### src/rtl/mb_rx_frame_collector_if.sv
// Bundle of the frame-side signals of mb_rx_frame_collector.
//   slave  : the collector (it takes the serial stream in and drives status out)
//   master : whatever feeds the collector and consumes its results
// Serial side : Frame_Start, Serial_In, Error_In in; Select out to the CRC3 checker.
// Result side : Dout, Dout_Valid, Frame_Err, Err_Count, Frame_Count, Overrun, Busy.
interface mb_rx_frame_collector_if;
  logic       Frame_Start;
  logic       Serial_In;
  logic       Error_In;
  logic       Select;
  logic [7:0] Dout;
  logic       Dout_Valid;
  logic       Frame_Err;
  logic [7:0] Err_Count;
  logic [7:0] Frame_Count;
  logic       Overrun;
  logic       Busy;

  modport slave (
    input  Frame_Start, Serial_In, Error_In,
    output Select, Dout, Dout_Valid, Frame_Err, Err_Count, Frame_Count, Overrun, Busy
  );

  modport master (
    output Frame_Start, Serial_In, Error_In,
    input  Select, Dout, Dout_Valid, Frame_Err, Err_Count, Frame_Count, Overrun, Busy
  );
endinterface

### src/rtl/mb_rx_frame_collector.sv
// Collects one 11-bit frame (8 data bits MSB-first, then 3 CRC bits) from the
// CRC3 checker and publishes the byte plus its CRC status.
// Ports:
//   GCLK  - clock, rising edge
//   Clear - synchronous active-high reset
//   bus   - mb_rx_frame_collector_if.slave (serial input side and result outputs)
//
// state | meaning
// IDLE  | waiting for Frame_Start; its cycle captures data bit 7
// DATA  | capturing data bits 6..0 (bit counter 1..7)
// CRC   | checker in CRC-shift mode, serial bits discarded (counter 8..10)
// CHECK | sample Error_In, publish the byte on the next cycle
module mb_rx_frame_collector (
  input  logic                       GCLK,
  input  logic                       Clear,
  mb_rx_frame_collector_if.slave     bus
);

  typedef enum logic [1:0] {IDLE, DATA, CRC, CHECK} state_t;

  state_t     state, state_nxt;
  logic [3:0] bit_cnt;
  logic [7:0] data_q;
  logic [7:0] dout_q;
  logic       dout_valid_q;
  logic       frame_err_q;
  logic [7:0] err_count_q;
  logic [7:0] frame_count_q;
  logic       overrun_q;
  logic       select_c;
  logic       busy_c;

  // state register
  always_ff @(posedge GCLK) begin
    if (Clear) state <= IDLE;
    else       state <= state_nxt;
  end

  // next state; counter values outside a state's range fall back to IDLE
  always_comb begin
    state_nxt = state;
    case (state)
      IDLE:  if (bus.Frame_Start) state_nxt = DATA;
      DATA: begin
        if (bit_cnt == 4'd7)                         state_nxt = CRC;
        else if (bit_cnt == 4'd0 || bit_cnt > 4'd7)  state_nxt = IDLE;
      end
      CRC: begin
        if (bit_cnt == 4'd10)                        state_nxt = CHECK;
        else if (bit_cnt < 4'd8 || bit_cnt > 4'd10)  state_nxt = IDLE;
      end
      CHECK:   state_nxt = IDLE;
      default: state_nxt = IDLE;
    endcase
  end

  // state-decoded outputs
  always_comb begin
    select_c = 1'b1;
    busy_c   = 1'b1;
    case (state)
      IDLE:    busy_c   = 1'b0;
      CRC:     select_c = 1'b0;
      default: ;
    endcase
  end

  // datapath
  always_ff @(posedge GCLK) begin
    if (Clear) begin
      bit_cnt       <= 4'd0;
      data_q        <= 8'h00;
      dout_q        <= 8'h00;
      dout_valid_q  <= 1'b0;
      frame_err_q   <= 1'b0;
      err_count_q   <= 8'h00;
      frame_count_q <= 8'h00;
      overrun_q     <= 1'b0;
    end else begin
      dout_valid_q <= 1'b0;
      if (state != IDLE && bus.Frame_Start) overrun_q <= 1'b1;
      case (state)
        IDLE: begin
          if (bus.Frame_Start) begin
            data_q  <= {bus.Serial_In, 7'b0};
            bit_cnt <= 4'd1;
          end
        end
        DATA: begin
          // cycle n lands in bit 7-n, i.e. the bitwise inverse of n[2:0]
          data_q[~bit_cnt[2:0]] <= bus.Serial_In;
          bit_cnt <= (state_nxt == IDLE) ? 4'd0 : bit_cnt + 4'd1;
        end
        CRC: begin
          bit_cnt <= (state_nxt == IDLE) ? 4'd0 : bit_cnt + 4'd1;
        end
        CHECK: begin
          dout_q        <= data_q;
          frame_err_q   <= bus.Error_In;
          dout_valid_q  <= 1'b1;
          frame_count_q <= frame_count_q + 8'd1;
          if (bus.Error_In && err_count_q != 8'hFF) err_count_q <= err_count_q + 8'd1;
          bit_cnt <= 4'd0;
        end
        default: bit_cnt <= 4'd0;
      endcase
    end
  end

  assign bus.Select      = select_c;
  assign bus.Busy        = busy_c;
  assign bus.Dout        = dout_q;
  assign bus.Dout_Valid  = dout_valid_q;
  assign bus.Frame_Err   = frame_err_q;
  assign bus.Err_Count   = err_count_q;
  assign bus.Frame_Count = frame_count_q;
  assign bus.Overrun     = overrun_q;

endmodule

### src/flat_wrapper.sv
// flat-port wrapper written by rule: the top's interface ports become plain ports
module mb_rx_frame_collector_flat 
  (GCLK, Clear, bus_Frame_Start, bus_Serial_In, bus_Error_In, bus_Select, bus_Dout, bus_Dout_Valid, bus_Frame_Err, bus_Err_Count, bus_Frame_Count, bus_Overrun, bus_Busy);
  mb_rx_frame_collector_if bus_i ();
  input  logic GCLK;
  input  logic Clear;
  input wire logic [$bits(bus_i.Frame_Start)-1:0] bus_Frame_Start;
  input wire logic [$bits(bus_i.Serial_In)-1:0] bus_Serial_In;
  input wire logic [$bits(bus_i.Error_In)-1:0] bus_Error_In;
  output wire logic [$bits(bus_i.Select)-1:0] bus_Select;
  output wire logic [$bits(bus_i.Dout)-1:0] bus_Dout;
  output wire logic [$bits(bus_i.Dout_Valid)-1:0] bus_Dout_Valid;
  output wire logic [$bits(bus_i.Frame_Err)-1:0] bus_Frame_Err;
  output wire logic [$bits(bus_i.Err_Count)-1:0] bus_Err_Count;
  output wire logic [$bits(bus_i.Frame_Count)-1:0] bus_Frame_Count;
  output wire logic [$bits(bus_i.Overrun)-1:0] bus_Overrun;
  output wire logic [$bits(bus_i.Busy)-1:0] bus_Busy;
  assign bus_i.Frame_Start = bus_Frame_Start;
  assign bus_i.Serial_In = bus_Serial_In;
  assign bus_i.Error_In = bus_Error_In;
  assign bus_Select = bus_i.Select;
  assign bus_Dout = bus_i.Dout;
  assign bus_Dout_Valid = bus_i.Dout_Valid;
  assign bus_Frame_Err = bus_i.Frame_Err;
  assign bus_Err_Count = bus_i.Err_Count;
  assign bus_Frame_Count = bus_i.Frame_Count;
  assign bus_Overrun = bus_i.Overrun;
  assign bus_Busy = bus_i.Busy;
  mb_rx_frame_collector u_core (.GCLK(GCLK), .Clear(Clear), .bus(bus_i));
endmodule
### config.mk
export PLATFORM = sky130hd
export DESIGN_NAME = mb_rx_frame_collector_flat
export DESIGN_NICKNAME = d
export VERILOG_FILES = /design/src/rtl/mb_rx_frame_collector_if.sv /design/src/rtl/mb_rx_frame_collector.sv /design/src/flat_wrapper.sv
export SDC_FILE = /design/constraint.sdc
export NUM_CORES = 1
export LEC_CHECK = 0
export ABC_AREA = 1
export BUFFER_PORTS_ARGS = -buffer_cell sky130_fd_sc_hd__buf_2
export CAP_MARGIN = 5
export CELL_PAD_IN_SITES_DETAIL_PLACEMENT = 0
export CELL_PAD_IN_SITES_GLOBAL_PLACEMENT = 2
export CORE_MARGIN = 4
export CORE_UTILIZATION = 28
export DETAILED_ROUTE_END_ITERATION = 16
export PLACE_DENSITY_LB_ADDON = 0.1
export REMOVE_ABC_BUFFERS = 1
export SYNTH_ARGS = -nofsm -noshare
export SYNTH_HDL_FRONTEND = slang
export SYNTH_SLANG_ARGS = --single-unit
### constraint.sdc
create_clock -name GCLK -period 1.6 [get_ports GCLK]
set_input_delay 0.48 -clock GCLK [delete_from_list [all_inputs] [get_ports GCLK]]
set_output_delay 0.48 -clock GCLK [all_outputs]
set_load 0.1 [all_outputs]
# Word-level counts from Yosys, hierarchy flattened
# Index checks and enable logic that the tools add are counted.
[op_classes]
n_addsub = 3
eq_ne = 7
magnitude_cmp = 5
n_bitwise = 1
muxes = 17
n_reduce_logical = 13
[ops]
columns = ["cell", "count"]
rows = [
  ["adder 8 x 1 -> 8 bit (second input constant)", 2],
  ["one-hot mux 8 bit (2 select lines)", 1],
  ["one-hot mux 4 bit (3 select lines)", 1],
  ["2-to-1 mux 2 bit", 5],
  ["bitwise mux 8 bit", 1],
  ["2-to-1 mux 4 bit", 2],
  ["2-to-1 mux 8 bit", 1],
  ["!= test 8 bit (second input constant)", 1],
  ["one-hot mux 2 bit (4 select lines)", 1],
  ["adder 4 x 1 -> 4 bit (second input constant)", 1],
  ["== test 2 bit (second input constant)", 2],
  ["== test 4 x 3 -> 1 bit (second input constant)", 1],
  ["== test 4 bit (second input constant)", 1],
  ["greater-than comparator 4 x 3 -> 1 bit (second input constant)", 1],
  ["greater-than comparator 4 bit (second input constant)", 1],
  ["zero test 2 bit", 2],
  ["zero test 4 bit", 1],
  ["less-than comparator 3 x 4 -> 1 bit (second input constant)", 1],
  ["less-than comparator 4 bit (second input constant)", 1],
  ["2-to-1 mux 1 bit", 4],
  ["AND reduction 2 bit", 2],
  ["nonzero test 2 bit", 2],
  ["demux 1 bit (select 3 bit)", 1],
  ["greater-or-equal comparator 3 x 1 -> 1 bit (second input constant)", 1],
  ["other kinds (6)", 9],
]
[totals]
ff_bits = 41
wordCells = 55
out_inout_bits = 29
input_bits = 5

# Logic depth before layout (Yosys ltp)
# Gate-level depths: netlist of the first run.
[logic_depth]
depth_word = 8
depth_mapped = 11
ltp_nobuf = 11

# Least setup slack after synthesis of the first run
# No wires, ideal clock.
[synth_timing]
kind = "reg2reg"
start = "register u_core.err_count_q[0] (netlist: u_core.bus.Err_Count[0])"
end = "register u_core.err_count_q[0] (netlist: u_core.bus.Err_Count[0])"
arrival_time_ps = 1979
t_required_ps = 1434
setup_time_ps = 166
path_buffers = 1
period_less_slack_ps = 2145
stages_incl_launch_ff = 8
setup_slack_ps = -545
cell_sequence = "dfxtp_1 ha_1 nand3_1 nor2_1 a21oi_2 buf_6 o21ai_0 a21oi_1"
[synth_between]
elab_chain_cells = 3
elab_cells_between_ends = 4
cone_classes = "1 x add/sub; 1 x eq/ne; 2 x reduce/logical"
[synth_rtl]
columns = ["element", "line_no", "text"]
rows = [
  ["from (decl)", "mb_rx_frame_collector.sv:27", "logic [7:0] err_count_q;"],
  ["from (signal assigned)", "mb_rx_frame_collector.sv:102", "if (bus.Error_In && err_count_q != 8'hFF) err_count_q <= err_count_q + 8'd1;"],
  ["branches (longest 3 deep; another with adder 8 x 1 -> 8 bit)", "-", ""],
]
# Several ways; the timed one is not identified.
# A chain may end at the register's enable or synchronous reset.

# Final worst setup path of the first run
[layout_timing]
start = "register u_core.state[1]"
end = "output bus_Select"
[layout_between]
elab_chain_cells = 2
[layout_rtl]
columns = ["element", "line_no", "text"]
rows = [
  ["from (decl)", "mb_rx_frame_collector.sv:21", "state_t state, state_nxt;"],
  ["from (signal assigned)", "mb_rx_frame_collector.sv:36", "else state <= state_nxt;"],
  ["== test 2 bit", "mb_rx_frame_collector.sv:61", "case (state)"],
  ["2-to-1 mux 1 bit", "mb_rx_frame_collector.sv:61", ""],
  ["to (decl)", "flat_wrapper.sv:10", "output wire logic [$bits(bus_i.Select)-1:0] bus_Select;"],
]
# Every way passes these cells.

==> results of run 1 <==
-- report_power, final --
part | total [mW] | switching, mW | leakage, nW | internal, mW
clock | 0.880 | 0.371 | 0.0585 | 0.509
combinational | 0.457 | 0.268 | 0.911 | 0.189
sequential | 1.05 | 0.0144 | 0.332 | 1.04
total | 2.39 | 0.654 | 1.30 | 1.73
-- cell families after synthesis --
family	after synthesis	synth area share, %
simple gates	118	26.8
compound gates	56	15.5
flops	41	41.2
buf+inv	39	8.47
fa+ha+maj	10	6.28
xor+xnor	4	1.76
-- state kept, by name, indices dropped and copies added, names as in the netlist --
| name | cells |
|---|---|
| u_core.bus.Dout | 8 |
| u_core.bus.Err_Count | 8 |
| u_core.bus.Frame_Count | 8 |
| u_core.data_q | 8 |
| u_core.bit_cnt | 4 |
| u_core.state | 2 |
| u_core.bus.Dout_Valid | 1 |
| u_core.bus.Frame_Err | 1 |
| u_core.bus.Overrun | 1 |
-- metal layers --
layer / wire, µm / global-route usage (%) / up-vias
met5: 0 / 0 / -
met4: 53 / 3.34 / 0
met3: 127 / 2.76 / 5
met2: 2550 / 22.2 / 24
met1: 2630 / 17.6 / 890
li1: - / - / 1013
-- per-stage QoR --
step	utilization, %	power (mW)	cells	hold WS (ns)	cell area [µm²]
after floorplan	-	1.29	259	0.431	1940
after global placement	39.9	1.47	422	0.447	2740
after detailed placement	39.9	1.46	422	0.453	2740
after CTS	42.5	2.38	434	0.463	2920
after global routing	44.2	2.52	437	0.488	3030
final	44.2	2.39	437	0.465	3030
-- synthesized netlist by cell type, types with 3 or more instances --
cell type                   n  area [µm²]
sky130_fd_sc_hd__nand2_1   46         173
sky130_fd_sc_hd__nor3_1    11        55.1
sky130_fd_sc_hd__o21ai_0   21         105
sky130_fd_sc_hd__a21oi_1   27         135
sky130_fd_sc_hd__nor2_2     3        18.8
sky130_fd_sc_hd__nor2_1    34         128
sky130_fd_sc_hd__nand4_1    3        18.8
sky130_fd_sc_hd__dfxtp_1   41         821
sky130_fd_sc_hd__nand3_1   14        70.1
sky130_fd_sc_hd__ha_1      10         125
sky130_fd_sc_hd__inv_1     27         101
sky130_fd_sc_hd__clkbuf_1   5        18.8
-- repair_timing --
action	4_1_cts	5_1_grt
resized for setup	12	24
setup buffers	5	3
hold buffers	0	0
endpoints found under the setup margin	2	21
pin swaps	2	7
-- cell type report --
cell class | count | area (µm²)
Fill cell | 746 | 3830
Multi-Input combinational cell | 188 | 1100
Sequential cell | 41 | 828
Timing Repair Buffer | 74 | 737
Inverter | 30 | 131
Tap cell | 96 | 120
Clock buffer | 7 | 86.3
Clock inverter | 1 | 30.0
-- worst reg2reg max path: stages (launching register included) --
cell	delay (ns)
sky130_fd_sc_hd__dfxtp_4	0.37
sky130_fd_sc_hd__buf_6	0.12
sky130_fd_sc_hd__ha_4	0.15
sky130_fd_sc_hd__buf_4	0.14
sky130_fd_sc_hd__nand2_4	0.07
sky130_fd_sc_hd__nor2_2	0.05
sky130_fd_sc_hd__nor2_1	0.11
sky130_fd_sc_hd__nand3_1	0.11
sky130_fd_sc_hd__nand2_2	0.10
sky130_fd_sc_hd__nand3_4	0.12
sky130_fd_sc_hd__nand3_2	0.10
sky130_fd_sc_hd__a21oi_2	0.05
-- final timing paths --
kind | from | endpoint | slack [ns]
worst max-delay path | u_core.state[1] | bus_Select | -0.04
worst min-delay path | u_core.data_q[1] | u_core.data_q[1] | 0.47
worst max register to register | u_core.state[1] | u_core.bit_cnt[1] | 0.02
worst min register to register | u_core.data_q[1] | u_core.data_q[1] | 0.47
==> results.json, run 1 <==
{
  "outcome": "finished, violations left",
  "violations": "setup timing",
  "detailed_place_hpwl_um": 3950,
  "dr_total_vias": 1932,
  "chipWidth_um": 92.4,
  "starting_drt_drc_count": 31,
  "clock_latency_ns": 0.29,
  "crit_path_max_incr_delay_ns": 0.37,
  "synth.cell_area_um2": 1990,
  "reg2regPathDepth": 11,
  "grt_max_degree": 22,
  "max_freq_mhz": 611,
  "static-leakage-power_nw": 1.30,
  "hold_path_class": "reg -> reg",
  "h-tree-depth": 2,
  "postSynthCellCount": 268,
  "mostFrequentLayoutCell": "sky130_fd_sc_hd__nand2_1",
  "grt.total_usage_pct": 13.3,
  "grt_pass1_wl_um": 9080,
  "routed_wire_length_per_instance_um": 12.3,
  "final_layout_size_suffix_gt1_share_pct": 34.0,
  "cts_buf_count": 5,
  "worst_margin_slew_ns": 0.488,
  "synth.yosys.warnings": 0,
  "die-height_um": 92.4,
  "aggregate_negative_setup_slack_ns": -0.0354,
  "crit_chain": "buf_6, ha_4, inv_2, buf_12",
  "synth_area_per_cell_um2": 7.44,
  "share_of_flip_flops_with_an_asynchronous_set_or_reset_pct": 0,
  "initial_utilization_pct": 29.0,
  "number_of_antenna_diodes": 0,
  "layout.cells.most_common_list": "sky130_fd_sc_hd__nand2_1 (44), sky130_fd_sc_hd__buf_4 (40), sky130_fd_sc_hd__dfxtp_1 (39)",
  "post_synth_num_cell_types": 31,
  "antenna_found_initial": 0,
  "sequential_area_share_after_synthesis_pct": 41.2,
  "cts.path.max_buffers": 2,
  "cp.buffers_inverters": 3,
  "layout.nets": 355,
  "clock_tree.root_cell": "sky130_fd_sc_hd__clkbuf_8",
  "min_period_over_period_pct": 102,
  "worst-path-max-fanout": 4,
  "worstPathArrival_ns": 1.16,
  "critical_path_depth": 4,
  "criticalPathCategory": "reg -> out",
  "dp_slack_ns": -0.0350,
  "layout_skew_ns": 0.00245,
  "first_global_vias": 1906,
  "rows": 30,
  "final_period_minus_worst_setup_slack_ns": 1.64,
  "clock_transition_at_the_registers_of_the_reported_paths_ns": 0.08,
  "number_of_synthesized_flops_with_an_enable_pin": 0,
  "worstSetupEndpointType": "output port",
  "rsz0062_at_grt": "yes",
  "postSynthRegisterBits": 41,
  "grt_overflow": 0,
  "pwr_density_cell_nw_per_um2": 787,
  "area_delta_synth_final_pct": 52.2,
  "timing.critical_path.slowest_stage_cell": "sky130_fd_sc_hd__dfxtp_4",
  "vias_per_cell": 4.42,
  "finalMaxSlewViolations": 0,
  "antenna_left": 0,
  "cpLargestDelayFamily": "flip-flops",
  "place_congestion": 0.753,
  "io_pins": 34,
  "vdd.ir_drop.worst_v": 0.000435,
  "core_um2": 6870,
  "drcViolationCount": 0,
  "drt-pass1-iter-count": 4,
  "input_output_buffers": 33,
  "timing.hold.worst_path_depth": 2,
  "worst_endpoint_required_time_ns": 1.12,
  "max_cap_viol_count": 0,
  "tritoncts": "done",
  "setup-violations-final": 1,
  "number_of_clock_sinks": 41,
  "ys_dominant_reg_cell": "sky130_fd_sc_hd__dfxtp_1",
  "final_hold_viol_count": 0,
  "slew-limit-headroom_pct": 67.7,
  "dieArea_um2": 8530,
  "startpoint_class": "register",
  "route.final.wire_length_um": 5360,
  "final_critical_path_setup_slack_ns": -0.0354
}
Power figures use the tool's default switching activity.
==> inputs of run 2 (changes only) <==
--- a/config.mk
+++ b/config.mk
@@ -15,6 +15,7 @@
 export DETAILED_ROUTE_END_ITERATION = 16
 export PLACE_DENSITY_LB_ADDON = 0.1
 export REMOVE_ABC_BUFFERS = 1
+export SKIP_LAST_GASP = 1
 export SYNTH_ARGS = -nofsm -noshare
 export SYNTH_HDL_FRONTEND = slang
 export SYNTH_SLANG_ARGS = --single-unit
==> run 2 against run 1 <==
Effect of this change: the run still ends with setup timing left; critical path depth unchanged; global-route usage did not move; routed wire length is 0.39% higher; largest power group unchanged.
==> results.json, run 2 (synthesized netlist as in run 1, its figures left out) <==
{
  "outcome": "finished, violations left",
  "violations": "setup timing",
  "grt.total_usage_pct": 13.3,
  "rsz0062_at_grt": "yes",
  "io_pins": 34,
  "reg2regPathDepth": 9,
  "dp_slack_ns": -0.0350,
  "finish.utilization_pct": 44.0,
  "hold_path_class": "reg -> reg",
  "p_comb_share_pct": 19.0,
  "final_period_minus_worst_setup_slack_ns": 1.64,
  "mostFrequentLayoutCell": "sky130_fd_sc_hd__nand2_1",
  "place_congestion": 0.753,
  "cts_hold_repair.buffers": 0,
  "cp.buffers_inverters": 3,
  "tritoncts": "done",
  "dpl_cell_area_um2": 2740,
  "net_switching_fraction_of_the_power_pct": 27.2,
  "rows": 30,
  "max_cap_viol_count": 0,
  "final_hold_viol_count": 0,
  "startpoint_class": "register",
  "finalMaxSlewViolations": 0,
  "chipWidth_um": 92.4,
  "crit_chain": "buf_6, ha_4, inv_2, buf_12",
  "slew-limit-headroom_pct": 67.7,
  "clock_transition_at_the_registers_of_the_reported_paths_ns": 0.08,
  "layout.cells.most_common_list": "sky130_fd_sc_hd__nand2_1 (44), sky130_fd_sc_hd__buf_4 (40), sky130_fd_sc_hd__dfxtp_1 (39)",
  "total_power_mw": 2.38,
  "vias_per_cell": 4.40,
  "routed_wire_length_per_instance_um": 12.3,
  "cpLargestDelayFamily": "flip-flops",
  "cts_buf_count": 5,
  "h-tree-depth": 2,
  "cts.path.max_buffers": 2,
  "first_global_vias": 1906,
  "pwr_density_cell_nw_per_um2": 787,
  "final_critical_path_setup_slack_ns": -0.0353,
  "hold_start": "u_core.data_q[7]",
  "power.switching_mw": 0.647,
  "antenna_found_initial": 0,
  "aggregate_negative_setup_slack_ns": -0.0353,
  "die-height_um": 92.4,
  "worst_margin_slew_ns": 0.488,
  "clock_tree.root_cell": "sky130_fd_sc_hd__clkbuf_8",
  "starting_drt_drc_count": 29,
  "area_delta_synth_final_pct": 51.8,
  "initial_utilization_pct": 29.0,
  "layout_skew_ns": 0.00294,
  "number_of_antenna_diodes": 0,
  "static-leakage-power_nw": 1.30,
  "drt-pass1-iter-count": 4,
  "clock_latency_ns": 0.29,
  "final_layout_size_suffix_gt1_share_pct": 33.7,
  "crit_path_max_incr_delay_ns": 0.37,
  "grt_max_degree": 22,
  "worst_endpoint_required_time_ns": 1.12,
  "detailed_place_hpwl_um": 3950,
  "crit-reg2reg-launch": "u_core.state[0]",
  "worstSetupEndpointType": "output port",
  "clock_power_share_pct": 36.9,
  "dieArea_um2": 8530,
  "crit_path_start": "u_core.state[1]",
  "min_period_over_period_pct": 102,
  "critical_path_depth": 4,
  "timing.critical_path.slowest_stage_cell": "sky130_fd_sc_hd__dfxtp_4",
  "core_um2": 6870,
  "fin_cells": 437,
  "vdd.ir_drop.worst_v": 0.000435,
  "grt_overflow": 0,
  "power.sequential.fraction_pct": 44.1,
  "layout.cell_area.non_filler_um2": 3030,
  "input_output_buffers": 33,
  "drcViolationCount": 0,
  "dp_cells": 422,
  "layout.nets": 355,
  "timing.hold.worst_path_depth": 2,
  "final_worst_hold_slack_ns": 0.464,
  "number_of_clock_sinks": 41,
  "setup-violations-final": 1,
  "worstPathArrival_ns": 1.16,
  "antenna_left": 0,
  "int_pwr_mw": 1.73,
  "max_freq_mhz": 612,
  "criticalPathCategory": "reg -> out",
  "worst-path-max-fanout": 4,
  "grt_pass1_wl_um": 9080,
  "route.final.wire_length_um": 5380,
  "dr_total_vias": 1924
}
[run 2: cell count changes in the layout (fill, tap and decap cells not counted)]
cell	change
sky130_fd_sc_hd__ha_2	-1
sky130_fd_sc_hd__nor3_4	-1
sky130_fd_sc_hd__nor3_2	+1
sky130_fd_sc_hd__ha_1	+1
[run 2: worst paths after layout]
kind | end | slack, ns
setup / recovery | bus_Select | -0.04
hold / removal | u_core.data_q[7] | 0.46
setup reg to reg | u_core.bit_cnt[1] | 0.01
hold reg to reg | u_core.data_q[7] | 0.46
[run 2: metal layers]
layer / track usage (%) / share of wire (%) / vias to the layer above
met5: 0 / 0 / -
met4: 3.34 / 0.98 / 0
met3: 2.76 / 2.5 / 5
met2: 22.2 / 47 / 27
met1: 17.6 / 49 / 877
li1: - / - / 1015
[run 2: repair_timing]
item                                    4_1_cts  5_1_grt
pin swaps                                     2        7
endpoints found under the setup margin        2       21
setup buffers                                 5        3
gates resized for setup                      12       22
[run 2: cell type report]
type | count | area, µm²
fill | 747 | 3840
multi-input combinational | 188 | 1090
sequential | 41 | 828
timing repair buffer | 74 | 737
inverter | 30 | 131
tap | 96 | 120
clock buffer | 7 | 86.3
clock inverter | 1 | 30.0
[run 2: power by group through the flow]
stage	Combinational [mW]	Clock, mW	Sequential [mW]
CTS	0.417	0.914	1.05
finish	0.451	0.879	1.05
global placement	0.396	0	1.07
floorplan	0.202	0	1.09
global route	0.500	0.957	1.05
detailed placement	0.390	0	1.07
[run 2: worst register-to-register path, delay by kind of cell, from the launching register on]
family / cells / cell delay [ns]
compound gates: 1 / 0.12
fa+ha+maj: 1 / 0.16
simple gates: 3 / 0.47
flops: 1 / 0.38
buf+inv: 4 / 0.41
==> inputs of run 3 (changes only) <==
--- a/config.mk
+++ b/config.mk
@@ -9,9 +9,9 @@
 export BUFFER_PORTS_ARGS = -buffer_cell sky130_fd_sc_hd__buf_2
 export CAP_MARGIN = 5
 export CELL_PAD_IN_SITES_DETAIL_PLACEMENT = 0
-export CELL_PAD_IN_SITES_GLOBAL_PLACEMENT = 2
+export CELL_PAD_IN_SITES_GLOBAL_PLACEMENT = 1
 export CORE_MARGIN = 4
-export CORE_UTILIZATION = 28
+export CORE_UTILIZATION = 36
 export DETAILED_ROUTE_END_ITERATION = 16
 export PLACE_DENSITY_LB_ADDON = 0.1
 export REMOVE_ABC_BUFFERS = 1
==> run 3 against run 2 <==
Effect of this change: the run still ends with setup timing left; critical path type unchanged; utilization increased by 11 points; sequential share of layout area up 1.4 points; highest routed layer unchanged; combinational power shrank 5.3%; clock power down 1%; largest power group unchanged; critical path depth unchanged; global-route usage rose by 1.6 points.
==> results.json, run 3 (synthesized netlist as in run 1, its figures left out) <==
{
  "finalMaxSlewViolations": 0,
  "grt_pass1_wl_um": 7900,
  "clock_latency_ns": 0.29,
  "crit_path_start": "u_core.state[1]",
  "drt-pass1-iter-count": 5,
  "cts.path.max_buffers": 2,
  "worstPathArrival_ns": 1.12,
  "grt.total_usage_pct": 15.0,
  "drcViolationCount": 0,
  "static-leakage-power_nw": 1.23,
  "routed_wire_length_per_instance_um": 12.1,
  "io_pins": 34,
  "final_critical_path_setup_slack_ns": -0.00182,
  "critPathCapture": "bus_Busy",
  "layout.nets": 345,
  "layout_skew_ns": 0.00237,
  "cpLargestDelayFamily": "flip-flops",
  "worstSetupEndpointType": "output port",
  "layout.cells.most_common_list": "sky130_fd_sc_hd__nand2_1 (45), sky130_fd_sc_hd__dfxtp_1 (39), sky130_fd_sc_hd__nor2_1 (31)",
  "hold_path_class": "reg -> reg",
  "setup.reg_to_reg.worst_slack_ns": 0.04,
  "detailed_place_hpwl_um": 3420,
  "setup-violations-final": 1,
  "timing.critical_path.slowest_stage_cell": "sky130_fd_sc_hd__dfxtp_4",
  "crit-reg2reg-launch": "u_core.state[1]",
  "mostFrequentLayoutCell": "sky130_fd_sc_hd__nand2_1",
  "cts_buf_count": 5,
  "first_global_vias": 1774,
  "clock_tree.root_cell": "sky130_fd_sc_hd__clkbuf_8",
  "worst_margin_slew_ns": 0.488,
  "max_cap_viol_count": 0,
  "min_period_over_period_pct": 100,
  "area_delta_synth_final_pct": 44.2,
  "crit_top_cell": "sky130_fd_sc_hd__inv_4",
  "fin_cells": 401,
  "rsz0062_at_grt": "yes",
  "cts_hold_repair.buffers": 0,
  "crit_path_max_incr_delay_ns": 0.39,
  "final_period_minus_worst_setup_slack_ns": 1.60,
  "starting_drt_drc_count": 95,
  "total_power_mw": 2.34,
  "initial_utilization_pct": 38.1,
  "antenna_left": 0,
  "final_layout_size_suffix_gt1_share_pct": 31.1,
  "cp.buffers_inverters": 3,
  "dr_total_vias": 1912,
  "number_of_clock_sinks": 41,
  "startpoint_class": "register",
  "chipWidth_um": 82.4,
  "grt_max_degree": 22,
  "number_of_antenna_diodes": 0,
  "grt_overflow": 0,
  "crit_chain": "inv_4, ha_4, inv_4, buf_12",
  "vias_per_cell": 4.77,
  "worst-path-max-fanout": 4,
  "input_output_buffers": 33,
  "antenna_found_initial": 0,
  "route.final.wire_length_um": 4870,
  "r2r_end": "u_core.bit_cnt[3]",
  "worst_endpoint_required_time_ns": 1.12,
  "dp_cells": 384,
  "h-tree-depth": 2,
  "reg2regPathDepth": 11,
  "dieArea_um2": 6790,
  "slew-limit-headroom_pct": 67.7,
  "violations": "setup timing",
  "outcome": "finished, violations left",
  "clock_transition_at_the_registers_of_the_reported_paths_ns": 0.08,
  "die-height_um": 82.4,
  "final_hold_viol_count": 0,
  "aggregate_negative_setup_slack_ns": -0.00182,
  "criticalPathCategory": "reg -> out",
  "tritoncts": "done",
  "pwr_density_cell_nw_per_um2": 814,
  "max_freq_mhz": 624,
  "rows": 26,
  "place_congestion": 0.782,
  "core_um2": 5240,
  "vdd.ir_drop.worst_v": 0.000537,
  "critical_path_depth": 4
}
==> run 3: cell count changes in the layout (fill, tap and decap cells not counted), sizes merged <==
cell / change
buf: -9
clkinvlp: -1
clkbuf: -1
inv: +1
==> run 3: worst min-delay path, delay by kind of cell, from the launching register on <==
| family | cells | cell delay, ns |
|---|---|---|
| flip-flops | 1 | 0.31 |
| AND/OR/NAND/NOR | 1 | 0.06 |
| AO/OA/AOI/OAI | 1 | 0.05 |
==> run 3: area by class of cell <==
type                       count  area [µm²]
fill                         503        2360
multi-input combinational    188        1070
sequential                    41         828
timing repair buffer          64         648
inverter                      30         125
tap                           70        87.6
clock buffer                   7        86.3
clock inverter                 1        30.0
==> run 3: worst min path at each step <==
stage	slack, ns	endpoint	cells past startpoint	start
final	0.46	u_core.data_q[6]	2	u_core.data_q[6]
after global routing	0.49	u_core.data_q[7]	2	u_core.data_q[7]
after CTS	0.46	u_core.data_q[7]	2	u_core.data_q[7]
after detailed placement	0.45	u_core.data_q[7]	2	u_core.data_q[7]
after global placement	0.44	u_core.bus.Overrun	2	u_core.bus.Overrun
after floorplan	0.43	u_core.data_q[7]	2	u_core.data_q[7]
==> run 3: where the power goes <==
part / total, mW / internal (mW) / switching (mW)
clock: 0.867 / 0.509 / 0.358
combinational: 0.427 / 0.177 / 0.250
sequential: 1.05 / 1.04 / 0.0108
total: 2.34 / 1.72 / 0.619
==> run 3: repair_timing <==
item,CTS,global route
gates resized for setup,13,15
pin swaps,1,3
setup endpoints to repair,2,24
setup buffers,4,5
==> run 3: routing by layer <==
| metal | vias up | GRT usage, % | share of wire, % |
|---|---|---|---|
| met5 | - | 0 | 0 |
| met2 | 48 | 24.0 | 46 |
| met3 | 9 | 3.58 | 5.2 |
| li1 | 1004 | - | - |
| met4 | 0 | 4.98 | 1.5 |
| met1 | 851 | 19.7 | 47 |
==> run 3: metrics by stage <==
step / util (%) / hold WS, ns / setup WS (ns) / instance area (µm²)
6_report: 54.9 / 0.462 / -0.00182 / 2870
5_1_grt: 54.9 / 0.485 / -0.0708 / 2870
4_1_cts: 53.2 / 0.462 / 0.00384 / 2780
3_5_place_dp: 49.6 / 0.449 / 0.0306 / 2600
3_3_place_gp: 49.6 / 0.445 / 0.0707 / 2600
2_1_floorplan: - / 0.431 / -0.576 / 1940
